### src/rtl/pwm_generator.sv
// Fixed-period PWM generator. A free-running period counter is compared against a
// double-buffered duty register; new duty values only take effect at the period wrap.
module pwm_generator #(
    parameter int PERIOD = 100,
    parameter int DUTY_W = 16
) (
    input  logic              clk,
    input  logic              reset,
    input  logic [DUTY_W-1:0] PWM_DUT_CYCLES,
    input  logic              update,
    output logic              PWM_OUT,
    output logic              period_start,
    output logic [DUTY_W-1:0] duty_active
);

    localparam int CNT_W = (PERIOD > 1) ? $clog2(PERIOD) : 1;
    localparam int CMP_W = (CNT_W > DUTY_W) ? CNT_W : DUTY_W;
    localparam logic [CNT_W-1:0]  CNT_LAST = CNT_W'(PERIOD - 1);
    localparam logic [DUTY_W-1:0] DUTY_MAX = DUTY_W'(PERIOD);

    // A duty above the period length is saturated so the output is simply held high.
    function automatic logic [DUTY_W-1:0] clamp_duty(input logic [DUTY_W-1:0] d);
        if (d > DUTY_MAX) begin
            return DUTY_MAX;
        end
        return d;
    endfunction

    logic [CNT_W-1:0]  cnt;
    logic [DUTY_W-1:0] pending;
    logic              pending_valid;

    logic              wrap;
    logic [DUTY_W-1:0] captured;
    logic [CNT_W-1:0]  cnt_next;
    logic [DUTY_W-1:0] pending_next;
    logic              pending_valid_next;
    logic [DUTY_W-1:0] duty_next;
    logic              pwm_next;
    logic              period_start_next;

    always_comb begin
        wrap               = (cnt == CNT_LAST);
        captured           = clamp_duty(PWM_DUT_CYCLES);
        cnt_next           = wrap ? '0 : cnt + CNT_W'(1);
        pending_next       = pending;
        pending_valid_next = pending_valid;
        duty_next          = duty_active;

        if (wrap) begin
            // A strobe landing on the wrap edge bypasses the pending buffer entirely.
            if (update) begin
                duty_next          = captured;
                pending_next       = captured;
                pending_valid_next = 1'b0;
            end else if (pending_valid) begin
                duty_next          = pending;
                pending_valid_next = 1'b0;
            end
        end else if (update) begin
            pending_next       = captured;
            pending_valid_next = 1'b1;
        end

        // Compare against the values being loaded so the output lines up with cnt.
        pwm_next          = (CMP_W'(cnt_next) < CMP_W'(duty_next));
        period_start_next = (cnt_next == '0);
    end

    always_ff @(posedge clk) begin
        if (reset) begin
            cnt           <= '0;
            pending       <= '0;
            pending_valid <= 1'b0;
            duty_active   <= '0;
            PWM_OUT       <= 1'b0;
            period_start  <= 1'b0;
        end else begin
            cnt           <= cnt_next;
            pending       <= pending_next;
            pending_valid <= pending_valid_next;
            duty_active   <= duty_next;
            PWM_OUT       <= pwm_next;
            period_start  <= period_start_next;
        end
    end

endmodule

### config.mk
export PLATFORM = sky130hd
export DESIGN_NAME = pwm_generator
export DESIGN_NICKNAME = d
export VERILOG_FILES = /design/src/rtl/pwm_generator.sv
export SDC_FILE = /design/constraint.sdc
export NUM_CORES = 1
export LEC_CHECK = 0
export CELL_PAD_IN_SITES_DETAIL_PLACEMENT = 1
export CELL_PAD_IN_SITES_GLOBAL_PLACEMENT = 2
export CORE_MARGIN = 3
export CORE_UTILIZATION = 27
export CTS_CLUSTER_SIZE = 8
export DETAILED_ROUTE_END_ITERATION = 7
export PLACE_DENSITY_LB_ADDON = 0.1
export SLEW_MARGIN = 30
export SYNTH_ARGS = -nofsm -noshare
export SYNTH_HDL_FRONTEND = slang
export SYNTH_SLANG_ARGS = --single-unit
### constraint.sdc
create_clock -name clk -period 2.75 [get_ports clk]
set_input_delay 0.55 -clock clk [delete_from_list [all_inputs] [get_ports clk]]
set_output_delay 0.55 -clock clk [all_outputs]
set_load 0.1 [all_outputs]
# == After elaboration in Yosys (flattened, before gate mapping) ==
# Cells that the tools add are included.
# word_totals
reg_bits,42
inputBits,19
out_inout_bits,18
word_cells,19
# classes
addsub,1
order_cmp,2
n_eq_ne,1
n_mux,7
reduce_logical,2
# ops
op,n
two-way mux 16 bit,5
"> comparator 16 x 7 -> 1 bit, second input constant",1
< comparator 7 x 16 -> 1 bit,1
"adder 7 x 1 -> 7 bit, second input constant",1
"== test 7 bit, second input constant",1
zero test 7 bit,1
two-way mux 7 bit,1
OR reduction 2 bit,1
two-way mux 1 bit,1

# == Logic depth before layout (Yosys ltp) ==
# logic_depth
depth_word,6
mapped_depth,13
depth_no_buf,11

# == Worst setup path after synthesis ==
# No wires, ideal clock.
# synth_path
path_kind,reg2reg
start,reg cnt[2]
end,reg PWM_OUT
setup_ps,81
t_arrival_ps,2742
t_required_ps,2669
slack_ps,-73
path_stages_with_launch,14
n_path_buf,3
period_less_slack_ps,2823
path_cell_list,dfxtp_1 -> buf_6 -> or4b_4 -> buf_6 -> nor2_1 -> buf_2 -> nor2_1 -> a221oi_2 -> ha_1 -> a21oi_1 -> o221ai_1 -> a221o_1 -> a21o_1 -> a41oi_1
# synth_between
elab_chain_len,3
word_cells_on_any_way,5
cone_classes,add/sub: 1; order compare: 1; eq/ne: 1; mux: 2
# synth_rtl
item,line_no,text
start: declaration,29,logic [CNT_W-1:0] cnt;
start signal: assignment,79,cnt <= cnt_next;
adder 7 x 1 -> 7 bit / == test 7 bit (equally long branches),"45, 43",
two-way mux 7 bit / two-way mux 16 bit (equally long branches),"45, 50",
< comparator 7 x 16 -> 1 bit *,66,pwm_next = (CMP_W'(cnt_next) < CMP_W'(duty_next));
end signal: assignment,83,PWM_OUT <= pwm_next;
end: declaration,11,"output logic PWM_OUT,"
# Mark *: on every way between the ends. The rest lies on a longest branch, timed or not.
# A chain may end at the register's enable or synchronous reset.

# == Final worst setup path ==
# layout_path
start,in PWM_DUT_CYCLES[5]
end,reg PWM_OUT
# layout_between
elab_chain_len,6
# layout_rtl
item,line_no,text
start: declaration,9,"input logic [DUTY_W-1:0] PWM_DUT_CYCLES,"
> comparator 16 x 7 -> 1 bit,23,if (d > DUTY_MAX) begin
two-way mux 1 bit,23,
two-way mux 16 bit *,26,return d;
two-way mux 16 bit *,52,if (update) begin
two-way mux 16 bit *,50,if (wrap) begin
< comparator 7 x 16 -> 1 bit *,66,
# Marks and branches as above.

==> results.py <==
metrics = {
    "timing": {
        "worstMarginPinSlew_ps": 562,
        "hold_ws_ps": 441,
        "clock_skew_ps": 6.49,
        "rsz0062_at_grt": "yes",
        "final.setup.tns_ps": -62.8,
        "max_clock_freq_mhz": 356,
        "slew_headroom_pct": 62.4,
        "fin_crit_sh_pct": 102,
        "fin_crit_ps": 2810,
        "setup_viol": 1,
        "fin_ws_ps": -62.8,
        "finalMaxSlewViolations": 0,
        "hold_viol_final": 0,
    },
    "placed_design": {
        "placed_cells": 406,
        "dp_hpwl_mm": 5.10,
        "portBuffers": 36,
        "gp_congestion": 0.765,
    },
    "yosys": {
        "syn_inst": 247,
        "synth-edff-count": 0,
        "postSynthAreaPerCell_um2": 8.23,
        "yosys_warnings": 0,
        "synth_nets": 273,
        "synth_area_leaders": "dfxtp_1 41%, nor2_1 5.9%, ha_1 4.3%",
        "synth.largest_area_cell": "dfxtp_1",
        "yosysSeqAreaShare_pct": 41.4,
        "yosys.area.top_type_share_pct": 41.4,
        "synthFlopType": "dfxtp_1",
        "async_flop_share_pct": 0,
        "netlist_area_mm2": 0.00203,
        "synth_seq_cells": 42,
        "yosys.cell_types.count": 40,
    },
    "drt": {
        "wl_mm": 6.72,
        "vias": 2063,
        "drt_first_pass_iters": 4,
        "drt_iter0_drc": 56,
        "drc_errors": 0,
        "viasPerCell": 4.90,
        "antenna_left": 0,
        "wl_per_cell_um": 16.0,
    },
    "finish": {
        "fin_cells": 421,
        "seq_area_um2": 843,
        "final_cell_mix": "65 x buf_4, 40 x dfxtp_1, 29 x nor2_1, 17 x nand2_1, 13 x a21oi_1",
        "drive_gt1_share_pct": 32.9,
        "post-route-util_pct": 41.2,
        "area_growth_pct": 47.9,
        "nFillCells": 889,
        "num_antenna_cells": 0,
        "fin_nets": 347,
        "final_common_cell": "buf_4",
        "multi_input_area_mm2": 0.00122,
    },
    "worst_setup_path": {
        "cp_data_arrival_time_ps": 3030,
        "startpoint_type": "primary input",
        "required_ps": 2970,
        "critical_path_class": "primary input to flip-flop",
        "end_kind": "flip-flop",
        "cp_max_fo": 6,
    },
    "die": {
        "io_pins": 37,
        "initial_core_util_pct": 27.9,
        "fp-row-count": 31,
        "core-area_mm2": 0.00729,
        "die_h_um": 92.8,
        "dieArea_mm2": 0.00861,
        "die_x_um": 92.8,
    },
    "clock_network": {
        "root_buffer": "clkbuf_8",
        "htreeDepth": 2,
        "clock-sinks": 42,
        "cts_hold_buf": 0,
        "cts_tree": "yes",
        "numCtsBuffers": 5,
        "insertion_delay_ps": 300,
        "clockBufferDepth": 2,
        "clk_pin_slew_ps": 90,
    },
    "global_routing": {
        "antenna_found_initial": 0,
        "grt_start_max_net_pins": 17,
        "track_usage_pct": 16.8,
        "grt_overflow": 0,
        "grt_pass1_wl_mm": 11.3,
        "first_global_vias": 2126,
    },
    "power": {
        "ir_drop_uv": 251,
        "p_leak_uw": 0.00123,
        "power_density_mw_per_mm2": 432,
    },
    "run_status": {
        "run_status": "complete, but fails checks",
        "violations": "negative setup slack",
    },
    "worst_hold_path": {
        "hold_path_class": "flip-flop to flip-flop",
    },
    "flow_run": {
        "drv_cap": 0,
    },
}
where the power goes:
group / total [uW] / switching (uW) / internal [uW]
combinational: 170 / 89.3 / 80.2
sequential: 627 / 9.85 / 617
clock: 503 / 232 / 271
total: 1300 / 331 / 969
routing by layer:
metal | global-route usage (%) | vias up | wire length (um)
met5 | 0 | - | 0
met4 | 4.52 | 0 | 84
met3 | 3.33 | 7 | 206
met2 | 27.2 | 27 | 3220
met1 | 22.7 | 1006 | 3200
li1 | - | 1023 | -
cells in the mapped netlist (all sizes together), types with 2 or more instances:
cell	count
dfxtp	42
nor2	32
nand2	19
nor3	15
a21oi	14
inv	12
nor2b	12
clkbuf	10
nand3	10
and2	7
buf	7
ha	7
o21ai	6
a2bb2oi	5
a31oi	4
nand2b	4
o221ai	4
o22ai	4
o31ai	4
a221oi	3
a31o	3
a211oi	2
and3	2
nor4	2
o211ai	2
or4	2
xnor2	2
xor2	2
critical path, stage by stage:
cell	delay (ps)
clkdlybuf4s50_1	440
o211ai_1	110
and4_4	320
nand2b_4	80
a221oi_4	280
ha_1	300
a21oi_1	140
o221ai_1	140
a221o_1	330
a21o_1	190
a41oi_2	150
final timing paths:
check / from / end / slack, ps / depth (start not counted)
max: PWM_DUT_CYCLES[5] / PWM_OUT$_SDFF_PP0_ / -60 / 11
min: pending[8]$_SDFFE_PP0P_ / pending[8]$_SDFFE_PP0P_ / 440 / 2
max reg2reg: cnt[4]$_SDFF_PP0_ / PWM_OUT$_SDFF_PP0_ / -60 / 10
min reg2reg: pending[8]$_SDFFE_PP0P_ / pending[8]$_SDFFE_PP0P_ / 440 / 2
layout make-up:
class / count / share of cell area, %
sequential: 42 / 28.0
inverter: 12 / 1.50
clock buffer: 6 / 2.41
timing repair buffer: 84 / 22.3
multi-input combinational: 176 / 40.4
tap: 99 / 4.12
clock inverter: 2 / 1.25
flip-flops by register name (all words and copies together), names as in the netlist:
name	cells
PWM_OUT	1
duty_active	16
period_start	1
pending_valid	1
pending	16
cnt	7
what timing repair did:
item | CTS | global route
gates resized for setup | 25 | 12
pin swaps | 15 | 8
endpoints found under the setup margin | 1 | 1
setup buffers | 3 | 4
logic make-up after synthesis:
logic type | count (synthesis) | synth area share (%)
and+or+nand+nor | 109 | 26.5
AOI/OAI and AO/OA | 55 | 19.4
DFF | 42 | 41.4
buffers and inverters | 29 | 6.22
adders and majority gates | 7 | 4.31
xor gates and xnor gates | 4 | 1.72
muxes | 1 | 0.492
stage by stage:
stage	cell area, um2	setup WS (ps)	power [uW]
2_1_floorplan	2050	4.04	720
3_3_place_gp	2710	-560	801
3_5_place_dp	2710	-625	802
4_1_cts	2930	2.90	1320
5_1_grt	3010	-208	1360
6_report	3010	-62.8	1300
No activity file was read; power rests on OpenSTA's default activity.
